$ cat src/rtl/conv_frame_sequencer_if.sv
// Column-input and result-output handshake between the sequencer, its column source and the convolver.
// The master modport is the sequencer side; the slave modport is the source/sink side.
interface conv_frame_sequencer_if;
    logic i_col_valid;
    logic o_col_ready;
    logic o_conv_valid;
    logic o_conv_selK_I;
    logic o_res_valid;
    logic o_res_last;
    logic i_res_ready;

    modport master (
        input  i_col_valid, i_res_ready,
        output o_col_ready, o_conv_valid, o_conv_selK_I, o_res_valid, o_res_last
    );

    modport slave (
        output i_col_valid, i_res_ready,
        input  o_col_ready, o_conv_valid, o_conv_selK_I, o_res_valid, o_res_last
    );
endinterface

$ cat src/rtl/conv_frame_sequencer.sv
// 3x3 conv frame sequencer: kernel load, then per-band column stream + flush; result strobe 1 cycle after push.
// `define CONV_SEQ_OUT_BP_EN holds o_res_valid until i_res_ready and stalls pushes meanwhile; else no output stall.
module conv_frame_sequencer #(
    parameter int CNT_W   = 11,
    parameter int MAX_DIM = 1024
) (
    input  logic                 clk,
    input  logic                 rst,
    input  logic                 i_start,
    input  logic [CNT_W-1:0]     i_width,
    input  logic [CNT_W-1:0]     i_height,
    conv_frame_sequencer_if.master bus,
    output logic [CNT_W-1:0]     o_row,
    output logic [CNT_W-1:0]     o_col,
    output logic                 o_busy,
    output logic                 o_done,
    output logic                 o_err
);

    typedef enum logic [2:0] {
        S_IDLE   = 3'd0,
        S_KLOAD  = 3'd1,
        S_STREAM = 3'd2,
        S_FLUSH  = 3'd3,
        S_DONE   = 3'd4
    } state_t;

    state_t           r_state;
    state_t           w_state_nxt;
    logic [CNT_W-1:0] r_w;
    logic [CNT_W-1:0] r_h;
    logic [CNT_W-1:0] r_row;
    logic [CNT_W-1:0] r_col;
    logic [1:0]       r_kcnt;
    logic             r_res_valid;
    logic             r_res_last;
    logic             r_err;

    logic w_dims_ok;
    logic w_col_ready;
    logic w_selk_i;
    logic w_flush;
    logic w_push;
    logic w_hold;
    logic w_last_band;
    logic w_res_latch;

    assign w_dims_ok = (i_width  >= CNT_W'(3)) && (i_width  <= CNT_W'(MAX_DIM)) &&
                       (i_height >= CNT_W'(3)) && (i_height <= CNT_W'(MAX_DIM));

`ifdef CONV_SEQ_OUT_BP_EN
    assign w_hold = r_res_valid;
`else
    logic w_unused_res_ready;
    assign w_hold             = 1'b0;
    assign w_unused_res_ready = bus.i_res_ready;
`endif

    assign w_last_band = (r_row == r_h - CNT_W'(3));

    always_comb begin
        w_state_nxt = r_state;
        w_col_ready = 1'b0;
        w_selk_i    = 1'b0;
        w_flush     = 1'b0;
        case (r_state)
            S_IDLE: begin
                if (i_start && w_dims_ok)
                    w_state_nxt = S_KLOAD;
            end
            S_KLOAD: begin
                w_col_ready = 1'b1;
                if (bus.i_col_valid && r_kcnt == 2'd2)
                    w_state_nxt = S_STREAM;
            end
            S_STREAM: begin
                w_selk_i    = 1'b1;
                w_col_ready = !w_hold;
                if (bus.i_col_valid && !w_hold && r_col == r_w - CNT_W'(1))
                    w_state_nxt = S_FLUSH;
            end
            S_FLUSH: begin
                w_selk_i = 1'b1;
                w_flush  = !w_hold;
                if (!w_hold)
                    w_state_nxt = w_last_band ? S_DONE : S_STREAM;
            end
            S_DONE: begin
                w_state_nxt = S_IDLE;
            end
            default: begin
                w_state_nxt = S_IDLE;
            end
        endcase
    end

    assign w_push = (bus.i_col_valid && w_col_ready) || w_flush;

    // Band push index p = col+1; the datapath has a full 3x3 window from p = 4 onward.
    assign w_res_latch = w_push &&
                         ((r_state == S_STREAM && r_col >= CNT_W'(3)) || r_state == S_FLUSH);

    always_ff @(posedge clk) begin
        if (rst) begin
            r_state     <= S_IDLE;
            r_w         <= '0;
            r_h         <= '0;
            r_row       <= '0;
            r_col       <= '0;
            r_kcnt      <= '0;
            r_res_valid <= 1'b0;
            r_res_last  <= 1'b0;
            r_err       <= 1'b0;
        end else begin
            r_state <= w_state_nxt;
            r_err   <= (r_state == S_IDLE) && i_start && !w_dims_ok;

            case (r_state)
                S_IDLE: begin
                    if (i_start && w_dims_ok) begin
                        r_w    <= i_width;
                        r_h    <= i_height;
                        r_row  <= '0;
                        r_col  <= '0;
                        r_kcnt <= '0;
                    end
                end
                S_KLOAD: begin
                    if (w_push)
                        r_kcnt <= r_kcnt + 2'd1;
                end
                S_STREAM: begin
                    if (w_push)
                        r_col <= r_col + CNT_W'(1);
                end
                S_FLUSH: begin
                    if (w_push && !w_last_band) begin
                        r_row <= r_row + CNT_W'(1);
                        r_col <= '0;
                    end
                end
                default: begin
                end
            endcase

`ifdef CONV_SEQ_OUT_BP_EN
            if (w_res_latch) begin
                r_res_valid <= 1'b1;
                r_res_last  <= (r_state == S_FLUSH) && w_last_band;
            end else if (bus.i_res_ready) begin
                r_res_valid <= 1'b0;
                r_res_last  <= 1'b0;
            end
`else
            r_res_valid <= w_res_latch;
            r_res_last  <= w_res_latch && (r_state == S_FLUSH) && w_last_band;
`endif
        end
    end

    assign bus.o_col_ready   = w_col_ready;
    assign bus.o_conv_valid  = w_push;
    assign bus.o_conv_selK_I = w_selk_i;
    assign bus.o_res_valid   = r_res_valid;
    assign bus.o_res_last    = r_res_last;

    assign o_row  = r_row;
    assign o_col  = r_col;
    assign o_busy = (r_state != S_IDLE);
    assign o_done = (r_state == S_DONE);
    assign o_err  = r_err;

endmodule

$ cat src/flat_wrapper.sv
// flat-port wrapper written by rule: the top's interface ports become plain ports
module conv_frame_sequencer_flat 
#(
    parameter int CNT_W   = 11,
    parameter int MAX_DIM = 1024
)
  (clk, rst, i_start, i_width, i_height, o_row, o_col, o_busy, o_done, o_err, bus_i_col_valid, bus_i_res_ready, bus_o_col_ready, bus_o_conv_valid, bus_o_conv_selK_I, bus_o_res_valid, bus_o_res_last);
  conv_frame_sequencer_if bus_i ();
  input  logic clk;
  input  logic rst;
  input  logic i_start;
  input  logic [CNT_W-1:0] i_width;
  input  logic [CNT_W-1:0] i_height;
  output logic [CNT_W-1:0] o_row;
  output logic [CNT_W-1:0] o_col;
  output logic o_busy;
  output logic o_done;
  output logic o_err;
  input wire logic [$bits(bus_i.i_col_valid)-1:0] bus_i_col_valid;
  input wire logic [$bits(bus_i.i_res_ready)-1:0] bus_i_res_ready;
  output wire logic [$bits(bus_i.o_col_ready)-1:0] bus_o_col_ready;
  output wire logic [$bits(bus_i.o_conv_valid)-1:0] bus_o_conv_valid;
  output wire logic [$bits(bus_i.o_conv_selK_I)-1:0] bus_o_conv_selK_I;
  output wire logic [$bits(bus_i.o_res_valid)-1:0] bus_o_res_valid;
  output wire logic [$bits(bus_i.o_res_last)-1:0] bus_o_res_last;
  assign bus_i.i_col_valid = bus_i_col_valid;
  assign bus_i.i_res_ready = bus_i_res_ready;
  assign bus_o_col_ready = bus_i.o_col_ready;
  assign bus_o_conv_valid = bus_i.o_conv_valid;
  assign bus_o_conv_selK_I = bus_i.o_conv_selK_I;
  assign bus_o_res_valid = bus_i.o_res_valid;
  assign bus_o_res_last = bus_i.o_res_last;
  conv_frame_sequencer #(.CNT_W(CNT_W), .MAX_DIM(MAX_DIM)) u_core (.clk(clk), .rst(rst), .i_start(i_start), .i_width(i_width), .i_height(i_height), .bus(bus_i), .o_row(o_row), .o_col(o_col), .o_busy(o_busy), .o_done(o_done), .o_err(o_err));
endmodule
$ cat config.mk
export PLATFORM = sky130hd
export DESIGN_NAME = conv_frame_sequencer_flat
export DESIGN_NICKNAME = d
export VERILOG_FILES = /design/src/rtl/conv_frame_sequencer_if.sv /design/src/rtl/conv_frame_sequencer.sv /design/src/flat_wrapper.sv
export SDC_FILE = /design/constraint.sdc
export NUM_CORES = 1
export LEC_CHECK = 0
export ABC_AREA = 1
export BUFFER_PORTS_ARGS = -buffer_cell sky130_fd_sc_hd__buf_4
export CAP_MARGIN = 20
export CORE_UTILIZATION = 60
export DETAILED_ROUTE_END_ITERATION = 16
export PLACE_DENSITY = 0.93
export SLEW_MARGIN = 20
export SYNTH_ARGS = -nofsm -noshare
export SYNTH_HDL_FRONTEND = slang
export SYNTH_SLANG_ARGS = --single-unit
$ cat constraint.sdc
create_clock -name clk -period 4.6 [get_ports clk]
set_clock_uncertainty 0.1 [all_clocks]
set_input_delay 0.23 -clock clk [delete_from_list [all_inputs] [get_ports clk]]
set_output_delay 0.23 -clock clk [all_outputs]
set_load 0.005 [all_outputs]
==> Word level (Yosys, flattened, before mapping) <==
Index checks and enable logic that the tools add are counted.
{ "totals": {"register_bits": 52, "wordCells": 79} }
{ "classes": {"add_sub_neg": 5, "n_lt_le_gt_ge": 5, "n_eq_ne": 13, "mux": 17, "reduce_logical": 30} }
{ "op_table": {"columns": ["operator", "n"], "rows": [
  ["2-to-1 mux 11 bit", 4],
  ["greater-or-equal comparator 11 x 2 -> 1 bit, second input constant", 3],
  ["case mux 11 bit (3 select lines)", 1],
  ["adder 11 x 1 -> 11 bit, second input constant", 2],
  ["== test 11 bit", 2],
  ["less-or-equal comparator 11 bit, second input constant", 2],
  ["case mux 11 bit (2 select lines)", 1],
  ["logical AND 1 bit", 14],
  ["2-to-1 mux 3 bit", 4],
  ["case mux 3 bit (4 select lines)", 1],
  ["subtractor 11 x 1 -> 11 bit, second input constant", 1],
  ["subtractor 11 x 2 -> 11 bit, second input constant", 1],
  ["!= test 2 x 1 -> 1 bit, second input constant", 5],
  ["AND reduction 3 bit", 3],
  ["== test 3 x 2 -> 1 bit, second input constant", 2],
  ["nonzero test 3 bit", 2],
  ["2-to-1 mux 2 bit", 2],
  ["case mux 2 bit (2 select lines)", 1],
  ["AND reduction 4 bit", 1],
  ["nonzero test 2 bit", 2],
  ["OR reduction 2 bit", 2],
  ["== test 3 x 1 -> 1 bit, second input constant", 1],
  ["== test 3 bit, second input constant", 1],
  ["zero test 3 bit", 1],
  ["other kinds (7)", 11]
]} }

==> Depth between registers and ports, before layout <==
{ "logic_depth": {"depth_word": 8, "mapped_depth": 15, "depth_no_buf": 15} }

==> Worst setup path after synthesis <==
Ideal clock, no wire load.
{ "synth_path": {"path_type": "register -> register", "start": "reg u_core.r_h[0]", "end": "reg u_core.r_col[2] (netlist: u_core.o_col[2])", "setup_time_ns": 0.132, "arrival_time_ns": 1.650, "t_required_ns": 4.368, "slack_ns": 2.718, "path_stages_with_launch": 12, "path_buffers": 1, "synth_period_minus_slack_ns": 1.882, "path_cell_list": "dfxtp_1 ha_1 nor2_2 nand2_1 nor2_1 xor2_1 nand2_1 nor2_2 nand3_2 buf_2 nand3_1 a21oi_1"} }
{ "synth_between": {"elab_chain_cells": 6} }
{ "synth_lines": {"columns": ["element", "line_no", "source"], "rows": [
  ["start: declaration", "conv_frame_sequencer.sv:31", "logic [CNT_W-1:0] r_h;"],
  ["start signal: assignment", "conv_frame_sequencer.sv:122", "r_h <= i_height;"],
  ["subtractor 11 x 2 -> 11 bit", "conv_frame_sequencer.sv:59", "assign w_last_band = (r_row == r_h - CNT_W'(3));"],
  ["== test 11 bit", "conv_frame_sequencer.sv:59", null],
  ["zero test 1 bit", "conv_frame_sequencer.sv:137", "if (w_push && !w_last_band) begin"],
  ["logical AND 1 bit", "conv_frame_sequencer.sv:137", null],
  ["!= test 2 bit (no line)", null, null],
  ["AND reduction 4 bit (no line)", null, null],
  ["end signal: assignment", "conv_frame_sequencer.sv:134", "r_col <= r_col + CNT_W'(1);"],
  ["end: declaration", "conv_frame_sequencer.sv:33", "logic [CNT_W-1:0] r_col;"]
]} }
Every way passes these cells.
A chain may end at the register's enable or synchronous reset.

==> Worst setup path after layout <==
{ "layout_path": {"start": "reg u_core.r_h[0]", "end": "reg u_core.r_col[9] (netlist: u_core.o_col[9])"} }
The elaborated chain is that of the path after synthesis.

==> impl_summary.log <==
[metrics] outcome: complete, no violations
[metrics] top cell type's share of synthesized area: 0.3076
[metrics] Die H: 77.11 um
[metrics] Antenna Diode Count: 0
[metrics] count leader, synth: sky130_fd_sc_hd__nand2_1
[metrics] number of I/O pins: 57
[metrics] H-tree depth reported by CTS: 2
[metrics] worst stage delay on the critical path: 360 ps
[metrics] worst reg2reg path startpoint: u_core.r_h[0]
[metrics] clock latency of the later-clocked register in the worst-skew pair: 300 ps
[metrics] number of design rule violations left after detail routing: 0
[metrics] pin count of the biggest net entering global routing: 32
[metrics] placeable core area: 5270 sq um
[metrics] layout net count: 620
[metrics] proportion of synthesized flip-flops having asynchronous set or reset: 0
[metrics] transition time at the pin with the least slew margin: 641.8 ps
[metrics] number of iterations in the first detailed-routing pass: 5
[metrics] hold buffers post-CTS: 0
[metrics] final-report hold violation count: 0
[metrics] power consumption: 1379 uW
[metrics] number of setup buffers added after CTS: 0
[metrics] Data required, critical path: 4730 ps
[metrics] worst r2r path cells: 11
[metrics] sequential share of the synthesized area: 0.3076
[metrics] flip-flop and latch count after synthesis: 52
[metrics] timing endpoint of the critical path: u_core.o_col[9]
[metrics] share of cells above drive strength 1: 0.1310
[metrics] max_slew headroom: 0.5716
[metrics] crit path time final: 2394 ps
[metrics] vias: 3589
[metrics] top area cells in the synthesized netlist: sky130_fd_sc_hd__dfxtp_1, sky130_fd_sc_hd__nand2_1, sky130_fd_sc_hd__nand3_1
[metrics] Netlist Area Pre-Place: 3384 sq um
[metrics] Routed WL: 8.130 mm
[metrics] cell with the biggest individual delay on the critical path: sky130_fd_sc_hd__dfxtp_1
[metrics] clock sink count: 52
[metrics] root buffer selected by CTS: sky130_fd_sc_hd__clkbuf_8
[metrics] Max-Cap Viols: 0
[metrics] Hold Path Class: input pin to register
[metrics] Area Overhead vs Synth: 15.12%
[metrics] unique cell type count in the Yosys netlist: 32
[metrics] TNS Setup: 0 ps
[metrics] non-filler cells in the finished layout: 658
[metrics] drt wl/cell: 12.36 um
[metrics] register-to-register setup slack: 2210 ps
[metrics] cell class contributing the biggest share of worst-path delay: simple AND/OR/NAND/NOR gates
[metrics] reg-to-reg endpoint: u_core.o_col[9]
[metrics] final slew viol count: 0
[metrics] initial core utilization: 0.6422
[metrics] most used standard cells in the synthesized netlist: sky130_fd_sc_hd__nand2_1, sky130_fd_sc_hd__nor2_1, sky130_fd_sc_hd__inv_1
[metrics] number of buffer and inverter stages on the critical path: 0
[metrics] LEAKAGE: 0.001732 uW
[metrics] via count normalized by instance count: 5.454
[metrics] number of stages on the worst setup path: 11
[metrics] number of placed cells counting well taps: 651
[metrics] first-pass GRT wire length: 14.12 mm
[metrics] RePlAce Congestion: 0.9464
[metrics] RSZ-0062 raised after global routing: false
[metrics] worst hold path depth: 3
[metrics] Critical Path Start Type: register
[metrics] f_max: 417.8 MHz
[metrics] data arrival time at the worst-slack endpoint: 2530 ps
[metrics] number of buffers added on ports: 55
[metrics] DRT antenna net count: 0
[metrics] die footprint: 5945 sq um
[metrics] Synth Warn #: 0
[metrics] cell type contributing the most total cell area after synthesis: sky130_fd_sc_hd__dfxtp_1
[metrics] cells traversed along the worst timing path: ha_1 -> nor2_2 -> nand3_1 -> nor2_1 -> xor2_1 -> nand2_1 -> nor2_2 -> nand3_2 -> nand2_2 -> nand2_1 -> a21oi_1
[metrics] post-CTS clock slew at the launch and capture registers of the worst setup and hold paths: 90 ps
[metrics] iteration-0 DRC count of the detailed router: 208
[metrics] kind of critical path: register to register
[metrics] cts bufs inserted: 5
[metrics] TritonCTS clock tree: yes
[metrics] Top FF cell, synth: sky130_fd_sc_hd__dfxtp_1
[metrics] per-instance average area after synthesis: 6.233 sq um
[metrics] Longest Clk Path Bufs: 2
[metrics] number of antenna violations at the first check in global routing: 0
[metrics] net count after synthesis: 575
[metrics] post_cts resized: 0
[metrics] largest driver fanout on the critical path: 14
[metrics] instance count of the mapped netlist: 543
[metrics] total routing usage reported by global routing: 0.2893
[metrics] FP Rows: 26
[metrics] global route total overflow: 0
[metrics] Cell Pwr Density: 353.8 nW/um^2
[metrics] Critical Path Start: u_core.r_h[0]
[metrics] CP endpoint kind: register
[metrics] number of setup violations in the final report: 0
[metrics] via count of the first global-routing pass: 3330
[metrics] die width: 77.11 um
[metrics] maximum vdd ir drop: 0.2462 mV
[metrics] number of enable-type register cells in the synthesized netlist: 0
[metrics] Period Utilization, post-route: 0.5203
[metrics] HPWL after detailed placement: 6.227 mm
-- registers in the layout, summed over array words and instances (netlist names) --
signal and cells:
u_core.o_col 11, u_core.o_row 11, u_core.r_h 11, u_core.r_w 11
u_core.r_state 3, u_core.r_kcnt 2, u_core.bus.o_res_last 1, u_core.bus.o_res_valid 1
u_core.o_err 1
-- layout make-up --
class                      count  area [sq um]
clock buffer                   6         82.58
fill                         443          1374
tap                           70         87.58
inverter                      68         255.2
clock inverter                 1         8.758
sequential                    52          1041
multi-input combinational    404          1993
timing repair buffer          57         427.9
-- where the power goes --
part           internal [uW]  total, uW  switching [uW]
registers                493        543            49.3
logic                    208        565             357
clock network            120        271             151
-- metal layers --
layer  vias to the layer above  GRT usage  part of all wire
met3                        25    0.05595             0.062
met5                         -          0                 0
li1                       1828          -                 -
met1                      1609     0.3365              0.43
met2                       127     0.5179              0.48
met4                         0     0.1151             0.026
-- per-stage QoR --
stage	area [sq um]	setup WS [ps]	util	hold slack (ps)
final	3896	2206	0.7393	110.0
after global routing	3896	1953	0.7393	118.4
after CTS	3896	2253	0.7393	108.2
after detailed placement	3805	2290	0.7220	370.4
after global placement	3805	2310	0.7220	364.5
after floorplan	3385	2718	-	321.2
-- worst min path at each step --
stage | start | end | slack [ps]
after floorplan | i_height[6] | u_core.r_h[6] | 320
after global placement | u_core.r_h[1] | u_core.r_h[1] | 360
after detailed placement | u_core.r_h[1] | u_core.r_h[1] | 370
after CTS | i_height[4] | u_core.r_h[4] | 110
after global routing | i_height[4] | u_core.r_h[4] | 120
final | i_height[4] | u_core.r_h[4] | 110
-- cells in the final DEF, fill, tap and decap left out, types with 3 or more instances in the layout --
| master | n |
|---|---|
| sky130_fd_sc_hd__a21oi_1 | 51 |
| sky130_fd_sc_hd__nand3_1 | 57 |
| sky130_fd_sc_hd__a211oi_1 | 3 |
| sky130_fd_sc_hd__clkbuf_8 | 6 |
| sky130_fd_sc_hd__xor2_1 | 21 |
| sky130_fd_sc_hd__inv_1 | 66 |
| sky130_fd_sc_hd__dfxtp_1 | 52 |
| sky130_fd_sc_hd__nand2_1 | 125 |
| sky130_fd_sc_hd__ha_1 | 5 |
| sky130_fd_sc_hd__nor3_1 | 6 |
| sky130_fd_sc_hd__buf_4 | 57 |
| sky130_fd_sc_hd__nor2_1 | 70 |
| sky130_fd_sc_hd__nand4_1 | 8 |
| sky130_fd_sc_hd__xnor2_1 | 8 |
| sky130_fd_sc_hd__nor2_2 | 4 |
| sky130_fd_sc_hd__nor4_1 | 6 |
| sky130_fd_sc_hd__nand3b_1 | 3 |
| sky130_fd_sc_hd__o21ai_0 | 24 |
-- cells by family after synthesis --
kind of cell / share of synthesized area
DFF: 0.3076
xor gates and xnor gates: 0.07505
adders and majority gates: 0.01848
buffers and inverters: 0.1035
and+or+nand+nor: 0.3693
AOI/OAI and AO/OA: 0.1261
-- worst reg2reg max path: stages (launching register included) --
cell	delay, ps
sky130_fd_sc_hd__dfxtp_1	360
sky130_fd_sc_hd__ha_1	240
sky130_fd_sc_hd__nor2_2	180
sky130_fd_sc_hd__nand3_1	150
sky130_fd_sc_hd__nor2_1	150
sky130_fd_sc_hd__xor2_1	150
sky130_fd_sc_hd__nand2_1	80
sky130_fd_sc_hd__nor2_2	120
sky130_fd_sc_hd__nand3_2	270
sky130_fd_sc_hd__nand2_2	300
sky130_fd_sc_hd__nand2_1	80
sky130_fd_sc_hd__a21oi_1	140
Note: power is estimated with default switching activity, not from simulation.
